`src/rtl/ts_channel_scheduler.sv`:
```
// Purpose : packet-aligned 4-channel TS scheduler; drives the mux select and qualifies the muxed valid into the output FIFO.
// Latency : valid_gate is combinational (zero latency); mux_ctrl and the pulse outputs update one edge after the deciding cycle.
// Backpr. : none; bytes not gated are dropped, and a channel that stays idle for TIMEOUT cycles is replaced.
// Ports   : wclk/rst (sync, active-high); enable; req_sel/req_load (channel request strobe);
//           valid_in/sync_in (per-channel byte flags); mux_ctrl (select); valid_gate (FIFO write qualifier);
//           switching/sync_err/timeout_err (one-cycle event pulses).
module ts_channel_scheduler #(
  parameter int PKT_LEN = 188,
  parameter int CNT_W   = 8,
  parameter int TIMEOUT = 4096,
  parameter int TMR_W   = 13
) (
  input  logic       wclk,
  input  logic       rst,
  input  logic       enable,
  input  logic [1:0] req_sel,
  input  logic       req_load,
  input  logic [3:0] valid_in,
  input  logic [3:0] sync_in,
  output logic [1:0] mux_ctrl,
  output logic       valid_gate,
  output logic       switching,
  output logic       sync_err,
  output logic       timeout_err
);

  typedef enum logic [1:0] {IDLE, SEEK, PASS, SWITCH} state_t;

  localparam logic [CNT_W-1:0] LAST_BYTE = CNT_W'(PKT_LEN - 1);
  localparam logic [TMR_W-1:0] TMO_LAST  = TMR_W'(TIMEOUT - 1);

  state_t           state, state_nxt;
  logic [1:0]       tgt, tgt_nxt, mux_nxt;
  logic             pending, pending_nxt, clr_pending;
  logic [CNT_W-1:0] byte_cnt, cnt_nxt;
  logic [TMR_W-1:0] timer, timer_nxt;
  logic             sw_nxt, serr_nxt, terr_nxt;
  logic             sv, ss, idle_tick, tmo;

  assign sv        = valid_in[mux_ctrl];
  assign ss        = sync_in[mux_ctrl];
  assign idle_tick = ((state == SEEK) || (state == PASS)) && !sv;
  // Fires on the TIMEOUT-th consecutive idle cycle of the selected channel.
  assign tmo       = idle_tick && (timer == TMO_LAST);

  always_comb begin
    state_nxt   = state;
    mux_nxt     = mux_ctrl;
    cnt_nxt     = byte_cnt;
    valid_gate  = 1'b0;
    sw_nxt      = 1'b0;
    serr_nxt    = 1'b0;
    terr_nxt    = 1'b0;
    clr_pending = 1'b0;

    case (state)
      IDLE: begin
        if (enable) state_nxt = SEEK;
      end
      SEEK: begin
        valid_gate = sv & ss;
        // A sync start beats a pending switch; the switch then waits for the packet end.
        if (sv && ss) begin
          state_nxt = PASS;
          cnt_nxt   = CNT_W'(1);
        end else if (pending) begin
          state_nxt = SWITCH;
        end else if (!enable) begin
          state_nxt = IDLE;
        end
      end
      PASS: begin
        if (sv) begin
          if ((byte_cnt == '0) && !ss) begin
            // Expected a sync byte but got data: alignment lost, drop the byte.
            serr_nxt  = 1'b1;
            state_nxt = SEEK;
          end else begin
            valid_gate = 1'b1;
            if (ss && (byte_cnt != '0)) begin
              // Early sync: treat as a new packet start.
              serr_nxt = 1'b1;
              cnt_nxt  = CNT_W'(1);
            end else if (byte_cnt == LAST_BYTE) begin
              cnt_nxt = '0;
              if (pending)      state_nxt = SWITCH;
              else if (!enable) state_nxt = IDLE;
            end else begin
              cnt_nxt = byte_cnt + 1'b1;
            end
          end
        end
      end
      SWITCH: begin
        mux_nxt     = tgt;
        clr_pending = 1'b1;
        sw_nxt      = 1'b1;
        state_nxt   = SEEK;
        cnt_nxt     = '0;
      end
      default: state_nxt = IDLE;
    endcase

    // Failover overrides whatever the state machine decided this cycle.
    if (tmo) begin
      terr_nxt    = 1'b1;
      sw_nxt      = 1'b1;
      state_nxt   = SEEK;
      cnt_nxt     = '0;
      clr_pending = 1'b1;
      mux_nxt     = pending ? tgt : (mux_ctrl + 2'd1);
    end

    // A request arriving while the select moves is judged against the new select.
    tgt_nxt     = req_load ? req_sel : tgt;
    pending_nxt = req_load ? (req_sel != mux_nxt) : (pending && !clr_pending);

    timer_nxt = (idle_tick && (state_nxt == state) && (mux_nxt == mux_ctrl))
                ? (timer + 1'b1) : '0;
  end

  always_ff @(posedge wclk) begin
    if (rst) begin
      state       <= IDLE;
      mux_ctrl    <= 2'd0;
      tgt         <= 2'd0;
      pending     <= 1'b0;
      byte_cnt    <= '0;
      timer       <= '0;
      switching   <= 1'b0;
      sync_err    <= 1'b0;
      timeout_err <= 1'b0;
    end else begin
      state       <= state_nxt;
      mux_ctrl    <= mux_nxt;
      tgt         <= tgt_nxt;
      pending     <= pending_nxt;
      byte_cnt    <= cnt_nxt;
      timer       <= timer_nxt;
      switching   <= sw_nxt;
      sync_err    <= serr_nxt;
      timeout_err <= terr_nxt;
    end
  end

endmodule
```
`config.mk`:
```
export PLATFORM = sky130hd
export DESIGN_NAME = ts_channel_scheduler
export DESIGN_NICKNAME = d
export VERILOG_FILES = /design/src/rtl/ts_channel_scheduler.sv
export SDC_FILE = /design/constraint.sdc
export NUM_CORES = 1
export LEC_CHECK = 0
export ABC_AREA = 1
export CORE_MARGIN = 8
export CORE_UTILIZATION = 38
export DETAILED_ROUTE_END_ITERATION = 16
export SYNTH_ARGS = -nofsm -noshare
export SYNTH_HDL_FRONTEND = slang
export SYNTH_SLANG_ARGS = --single-unit
```
`constraint.sdc`:
```
create_clock -name wclk -period 2.4 [get_ports wclk]
set_clock_uncertainty 0.2 [all_clocks]
set_input_delay 0.48 -clock wclk [delete_from_list [all_inputs] [get_ports wclk]]
set_output_delay 0.48 -clock wclk [all_outputs]
set_load 0.1 [all_outputs]
```
==> results.cfg <==
[clock_tree]
clock-root-buffer = clkbuf_8
clk_pin_slew_worst_paths_ps = 70
h-tree-depth = 2
numCtsBuffers = 5
cts_buffer_depth = 2
cts_tree = done
cts_num_sinks = 31
clock_latency_ps = 290

[sta]
setup_viol = 15
final.setup.tns_ps = -806
tightest_slew_ps = 378
period_needed_ps = 2480
grt_setup_unrepaired = yes
timing.hold.ws_ps = 256
max_freq_ghz = 0.403
drv_slew = 0
relSlewSlack_pct = 74.7
final.period_utilization_pct = 103
hold_viol = 0
timing.final.ws_setup_ps = -82.1

[setup_path]
endpoint_kind = output pin
critPathRequiredTime_ps = 1720
start_kind = flop
crit_type = reg2out
arrival_ps = 1800
worstPathMaxFanout = 2

[global_routing]
overflow = 0
grtUsageTotal_pct = 11.7
grt_antenna_before_repair = 0
grt_max_degree = 13
first_global_vias = 1832
grt_pass1_wl_mm = 7.99

[routing]
met3_length_microns = 165
vias = 1956
wl_per_cell_microns = 10.7
drc = 0
wl_met1_mm = 2.17
routed_wl_mm = 4.64
ant_nets = 0
dr.pass1.iters = 4
initialDrtViolationCount = 128
wl_met2_mm = 2.24
top_layer = met4
viasPerCell = 4.51

[worst_hold_path]
hp-class = reg2reg

[place]
port_buffers = 19
place_inst = 416
globalplace.congestion = 0.898
post-place-ws_ps = -434
place_hpwl_mm = 3.53

[synth]
ys_types = 34
ys_seq_area_share_pct = 29.8
post_synth.cell_area_avg_sq_um = 7.08
synth_area_sq_um = 2080
ys_ff_latch = 31
synth_warnings = 0
syn_nets = 317
syn-instance-count = 294

[status]
status = complete, but fails checks
violations = negative setup slack

[power]
ir_worst_vdd_v = 0.000402
leakagePower_nw = 1.33
pwr_density_cell_nw_per_um2 = 684

[floorplanning]
core_sq_um = 5410
die_h_microns = 90.0
num_io_pins = 20
start_util_pct = 38.5
die_area_sq_um = 8100
dieWidth_microns = 90.0
rows = 27

[finish]
nets = 384
diodes = 0
final_util_pct = 54.4
final_common_cell = nand2_1
layout-area-overhead-vs-synth_pct = 41.4
layout_common_cells = nand2_1, buf_4, inv_1, dfxtp_1, nor2_1
fillers = 525
drive_gt1_share_pct = 34.5
finalNonFillerCells = 434

[flow_run]
max-cap-violations = 0
[flip-flops by register name, summed over array words and instances (netlist names)]
signal	count
sync_err	1
timer	13
mux_ctrl	2
tgt	2
switching	1
timeout_err	1
pending	1
state	2
byte_cnt	8
[synth_stat cells]
cell	n	area share (%)
nand3_4	1	0.84
inv_1	45	8.1
nor2_2	3	0.90
o21ai_0	11	2.6
dfxtp_1	31	30
nor3b_1	2	0.72
nand2_1	59	11
or2_1	1	0.30
inv_2	3	0.54
a21oi_1	11	2.6
a31oi_1	1	0.30
buf_4	1	0.36
nor4_1	2	0.60
nor2_4	11	6.0
buf_2	1	0.24
nor2_8	1	0.96
ha_1	9	5.4
a311oi_1	1	0.42
o21a_1	1	0.36
nand2_2	8	2.4
a211oi_1	1	0.36
buf_6	1	0.54
xor2_1	8	3.4
o21ai_1	1	0.24
or2_2	1	0.30
xnor2_1	5	2.1
buf_12	1	0.96
nand3_1	23	5.5
nor3_1	11	2.6
nor2_1	27	4.9
nand3_2	1	0.48
nand2_4	5	2.7
clkinv_1	1	0.18
nand4_1	5	1.5
[through the flow]
stage          power [mW]  instance area (sq um)
3_3_place_gp         1.36                   2660
4_1_cts              1.97                   2880
6_report             2.01                   2940
5_1_grt              2.14                   2940
2_1_floorplan        1.08                   2130
3_5_place_dp         1.37                   2660
[power breakdown]
| group | internal (mW) | switching (mW) |
|---|---|---|
| registers | 0.545 | 0.0253 |
| logic | 0.438 | 0.509 |
| clock network | 0.294 | 0.202 |
| total | 1.28 | 0.736 |
[layout make-up]
| cell class | count | area [sq um] | share of cell area, % |
|---|---|---|---|
| clock buffer | 7 | 108 | 3.66 |
| tap | 72 | 90.1 | 3.06 |
| inverter | 49 | 186 | 6.34 |
| multi-input combinational | 210 | 1360 | 46.3 |
| sequential | 31 | 629 | 21.4 |
| timing repair buffer | 64 | 562 | 19.1 |
| clock inverter | 1 | 5.00 | 0.170 |
[worst paths after layout]
kind | from | to | slack, ps | cells past startpoint
setup / recovery | byte_cnt[6]$_SDFFE_PP0P_ | valid_gate | -80 | 10
hold / removal | timer[0]$_SDFF_PP0_ | timer[0]$_SDFF_PP0_ | 260 | 1
setup reg to reg | byte_cnt[6]$_SDFFE_PP0P_ | timer[6]$_SDFF_PP0_ | -60 | 19
hold reg to reg | timer[0]$_SDFF_PP0_ | timer[0]$_SDFF_PP0_ | 260 | 1
[routing by layer]
| metal | global-route usage, % | vias to the layer above |
|---|---|---|
| met5 | 0 | - |
| met4 | 4.58 | 0 |
| met3 | 3.08 | 5 |
| met2 | 19.3 | 26 |
| met1 | 14.1 | 871 |
| li1 | - | 1054 |
[timing repair]
item                                    CTS  global route
hold buffers                              0             0
endpoints found under the hold margin     0             0
cloned                                    0             0
buffers inserted                          7             3
endpoints found under the setup margin   16            18
gates resized for setup                  19            14
pin swaps                                13             4
[logic make-up (layout without fill, tap and decap cells)]
group,Yosys count,in the layout,share of synthesized area [%]
buffers and inverters,53,121,10.9
adder cells (fa/ha/maj),9,9,5.41
AO/OA/AOI/OAI,27,27,6.98
XOR/XNOR,13,13,5.47
flip-flops,31,31,29.8
AND/OR/NAND/NOR,161,161,41.4
[worst max-delay path, stage by stage, from the launching register on]
cell,delay [ps]
dfxtp_2,320
inv_2,50
nand4_1,140
nor4_4,280
buf_4,170
ha_4,150
nand2_4,50
buf_6,110
nand2_4,50
a21oi_4,40
buf_12,160
No activity file was read; power rests on OpenSTA's default activity.
==> RTL change 1: new RTL, same flow settings <==
Put one more register stage on the output `mux_ctrl`, cleared by the reset. The value now appears one clock later. The other outputs are not delayed to match. Comments in the files are not updated.
--- a/src/rtl/ts_channel_scheduler.sv
+++ b/src/rtl/ts_channel_scheduler.sv
@@ -30,4 +30,6 @@
   localparam logic [TMR_W-1:0] TMO_LAST  = TMR_W'(TIMEOUT - 1);
 
+  logic [1:0] mux_ctrl_s0;
+
   state_t           state, state_nxt;
   logic [1:0]       tgt, tgt_nxt, mux_nxt;
@@ -38,6 +40,6 @@
   logic             sv, ss, idle_tick, tmo;
 
-  assign sv        = valid_in[mux_ctrl];
-  assign ss        = sync_in[mux_ctrl];
+  assign sv        = valid_in[mux_ctrl_s0];
+  assign ss        = sync_in[mux_ctrl_s0];
   assign idle_tick = ((state == SEEK) || (state == PASS)) && !sv;
   // Fires on the TIMEOUT-th consecutive idle cycle of the selected channel.
@@ -46,5 +48,5 @@
   always_comb begin
     state_nxt   = state;
-    mux_nxt     = mux_ctrl;
+    mux_nxt     = mux_ctrl_s0;
     cnt_nxt     = byte_cnt;
     valid_gate  = 1'b0;
@@ -109,5 +111,5 @@
       cnt_nxt     = '0;
       clr_pending = 1'b1;
-      mux_nxt     = pending ? tgt : (mux_ctrl + 2'd1);
+      mux_nxt     = pending ? tgt : (mux_ctrl_s0 + 2'd1);
     end
 
@@ -116,5 +118,5 @@
     pending_nxt = req_load ? (req_sel != mux_nxt) : (pending && !clr_pending);
 
-    timer_nxt = (idle_tick && (state_nxt == state) && (mux_nxt == mux_ctrl))
+    timer_nxt = (idle_tick && (state_nxt == state) && (mux_nxt == mux_ctrl_s0))
                 ? (timer + 1'b1) : '0;
   end
@@ -123,5 +125,5 @@
     if (rst) begin
       state       <= IDLE;
-      mux_ctrl    <= 2'd0;
+      mux_ctrl_s0 <= 2'd0;
       tgt         <= 2'd0;
       pending     <= 1'b0;
@@ -133,5 +135,5 @@
     end else begin
       state       <= state_nxt;
-      mux_ctrl    <= mux_nxt;
+      mux_ctrl_s0 <= mux_nxt;
       tgt         <= tgt_nxt;
       pending     <= pending_nxt;
@@ -144,3 +146,11 @@
   end
 
+  always_ff @(posedge wclk) begin
+    if (rst) begin
+      mux_ctrl <= '0;
+    end else begin
+      mux_ctrl <= mux_ctrl_s0;
+    end
+  end
+
 endmodule
Check against the original RTL: not equivalent (a bounded check fails within 4 cycles, from zero or initial values and one cycle with rst high).
==> RTL change 1 against the unedited design <==
- the flow still finishes with violations (negative setup slack)
- critical path depth is 2 lower
- non-clock buffer count fell by 5
- worst setup slack gained 0.062 ns
- maximum frequency grew 2.6%
- largest power group unchanged
- synthesized area is 3.6% lower
- sequential cell count is 2 higher
- combinational power decreased by 13%
- cell area is 2.3% lower
- core utilization up 1.9 points
- critical endpoint unchanged
- routed wire length rose by 4.0%
- power fell by 2.0%
- count of clock-buffer cells in the layout unchanged
==> RTL change 1: results <==
group,metric,value,unit
outcome,outcome,"finished with violations",
outcome,violations,"negative setup slack",
global_route,gr-usage-met2,0.234,
synth,syn_inst,297,
sta,layout_setup_ws,-0.0201,ns
global_route,grt_pass1_vias,1998,
place,pre_cts_ws,-0.443,ns
synth,synth.yosys.seq_area_share,0.329,
global_route,grt_pass1_wl,8450,µm
power_and_ir_drop,p_clk,0.535,mW
global_route,use_met1,0.156,
global_route,grt_usage,0.137,
final_layout,finalNetCount,381,
worst_setup_path,cp_max_fo,3,
place,gp_congestion,0.855,
power_and_ir_drop,p_comb,0.822,mW
power_and_ir_drop,p_seq,0.615,mW
worst_setup_path,worstPathArrival,1.74,ns
place,dp.cells,413,
drt,wl_per_cell,11.2,µm
sta,setup_viol,1,
synth,synth.distinct_cells,30,
power_and_ir_drop,ir_drop,531,µV
place,dp_hpwl,3520,µm
drt,dr_wl_met3,150,µm
drt,drtIter0Drc,53,
sta,worst_pin_slew,0.358,ns
worst_setup_path,rrSetupSlack,0.03,ns
synth,synth_area_leaders,"dfxtp_1 (33%), nand2_1 (13%), inv_1 (7.9%), nand3_1 (6.0%), ha_1 (5.6%)",
final_layout,drive_above_1_share,0.323,
power_and_ir_drop,p_int,1.29,mW
drt,finalWirelength,4820,µm
drt,drt-met1-wl,2260,µm
[RTL change 1: cells by family (layout without fill, tap and decap cells)]
family	after synthesis	count (layout)	synth area share
AND/OR/NAND/NOR	167	167	0.391
buffers and inverters	50	112	0.0998
adder cells (fa/ha/maj)	9	9	0.0561
flip-flops	33	33	0.329
XOR/XNOR	12	12	0.0524
AO/OA/AOI/OAI	26	26	0.0711
[RTL change 1: area by class of cell]
cell class,count,area (µm²)
clock buffers,7,86.3
well taps,70,87.6
inverters,45,171
repair buffers,59,505
multi-input cells,214,1330
flip-flops and latches,33,668
clock inverters,1,30.0
fillers,512,2230
[RTL change 1: timing repair]
action / 4_1_cts / 5_1_grt
resized for setup: 38 / 25
setup endpoints to repair: 14 / 16
setup buffers: 7 / 2
pin swaps: 21 / 14
gates cloned: 1 / 0
==> RTL change 2: new RTL, config.mk and constraints unchanged <==
Made on the original files. `CNT_W`: 8 -> 12.
--- a/src/rtl/ts_channel_scheduler.sv
+++ b/src/rtl/ts_channel_scheduler.sv
@@ -7,5 +7,5 @@
 module ts_channel_scheduler #(
   parameter int PKT_LEN = 188,
-  parameter int CNT_W   = 8,
+  parameter int CNT_W   = 12,
   parameter int TIMEOUT = 4096,
   parameter int TMR_W   = 13
Function: same outputs for any inputs over 10 cycles, from zero or initial values and one cycle with rst high; that may be too few to reach the edited logic, so the function may still have changed.
==> RTL change 2 against the unedited design <==
- the flow still finishes with violations (negative setup slack)
- worst setup slack lost 0.072 ns
- core utilization shrank 0.64 points
- synthesized area grew 7.7%
- power grew 6.9%
- cell area grew 6.3%
- routed wire length grew 20%
- sequential cell count grew 4
==> RTL change 2: results <==
group,metric,value,unit
sta,layout_setup_ws,-0.154,ns
clock_network,cts.sinks,35,
worst_setup_path,startpoint,"byte_cnt[2]",
power_and_ir_drop,p_leak,1.37,nW
drt,dr_wl_met3,149,µm
worst_setup_path,max_stage_delay,0.34,ns
sta,fin_tns_setup,-1.05,ns
drt,drt-met1-wl,2440,µm
synth,yosys-top-cells-count,"nand2_1 (73), inv_1 (49), dfxtp_1 (35), nor2_1 (27), nand3_1 (24)",
worst_setup_path,start_kind,"flip-flop",
synth,synth.distinct_cells,32,
global_route,grt_usage,0.129,
final_layout,fin_util,0.538,
synth,syn_inst,324,
drt,wl_per_cell,11.9,µm
drt,vias_per_cell,4.74,
final_layout,drive_above_1_share,0.329,
final_layout,final-clk-cell-share,0.0344,
place,dp.cells,455,
global_route,grt_max_degree,14,
synth,synth.net_count,347,
clock_network,cts_root_buf,"clkbuf_8",
place,dp_hpwl,4030,µm
final_layout,multi_input_area_share,0.464,
drt,via_count,2214,
worst_setup_path,critPathCapture,"valid_gate",
final_layout,finalNetCount,414,
synth,synth.yosys.seq_area_share,0.313,
final_layout,area.share.sequential,0.228,
worst_setup_path,r2r-end,"timer[0]",
outcome,outcome,"finished with violations",
sta,relSlewSlack,0.734,
power_and_ir_drop,p_int,1.33,mW
synth,yosys_warnings,0,
drt,firstDrtPassIters,4,
final_layout,clockBufferCount,6,
synth,synth_area_leaders,"dfxtp_1 (31%), nand2_1 (12%), inv_1 (8.2%), nand3_1 (5.4%), ha_1 (5.0%)",
place,dpl_cell_area,2830,µm²
place,pre_cts_ws,-0.357,ns
global_route,use_met1,0.141,
worst_setup_path,worstPathArrival,1.87,ns
global_route,grt_use_met3,0.0316,
power_and_ir_drop,ir_drop,366,µV
worst_setup_path,rrSetupSlack,-0.08,ns
final_layout,layout.nonclk_buf_frac,0.178,
final_layout,multi_input_cells,232,
drt,wl_met2,2930,µm
global_route,gr-usage-met2,0.236,
drt,drtIter0Drc,49,
sta,setup_viol,15,
global_route,grt_pass1_wl,9270,µm
final_layout,top_regs,"timer (13), byte_cnt (12)",
outcome,violations,"negative setup slack",
floorplanning,taps,75,
clock_network,clockBufferDepth,2,
final_layout,fill_cells,578,
worst_setup_path,reg2regPathDepth,14,
==> RTL change 2: cell types whose count changed in the layout (fill, tap and decap cells not counted), moves of 4 or more <==
cell	delta
nor3_2	+14
inv_2	-4
nor3_1	-4
inv_1	+7
nand2_1	+15
nor2_4	-8
nand2_4	-5
o21ai_0	+4
==> RTL change 2: power by group through the flow <==
stage | clock network (mW) | registers, mW | logic (mW)
6_report | 0.497 | 0.641 | 1.01
5_1_grt | 0.541 | 0.646 | 1.10
4_1_cts | 0.518 | 0.641 | 0.895
3_5_place_dp | 0 | 0.652 | 0.836
3_3_place_gp | 0 | 0.651 | 0.828
2_1_floorplan | 0 | 0.678 | 0.482
==> RTL change 2: worst min-delay path by stage <==
stage / startpoint / to / slack [ns] / cells after the start
floorplan: byte_cnt[5] / byte_cnt[5] / 0.24 / 2
finish: timer[0] / timer[0] / 0.27 / 1
global route: timer[0] / timer[0] / 0.30 / 1
global placement: timer[0] / timer[0] / 0.25 / 1
CTS: timer[0] / timer[0] / 0.28 / 1
detailed placement: timer[0] / timer[0] / 0.26 / 1
==> RTL change 2: cell families (layout without fill, tap and decap cells) <==
kind of cell / after synthesis / in the layout / share of synthesized area
AO/OA/AOI/OAI: 37 / 37 / 0.0921
XOR/XNOR: 12 / 12 / 0.0469
adder cells (fa/ha/maj): 9 / 9 / 0.0503
buffers and inverters: 57 / 125 / 0.105
flip-flops: 35 / 35 / 0.313
AND/OR/NAND/NOR: 174 / 174 / 0.393
==> RTL change 2: repair_timing <==
item	4_1_cts	5_1_grt
setup buffers	3	0
pin swaps	10	4
hold buffers	0	0
endpoints found under the setup margin	20	26
resized for setup	25	17
cloned	0	1
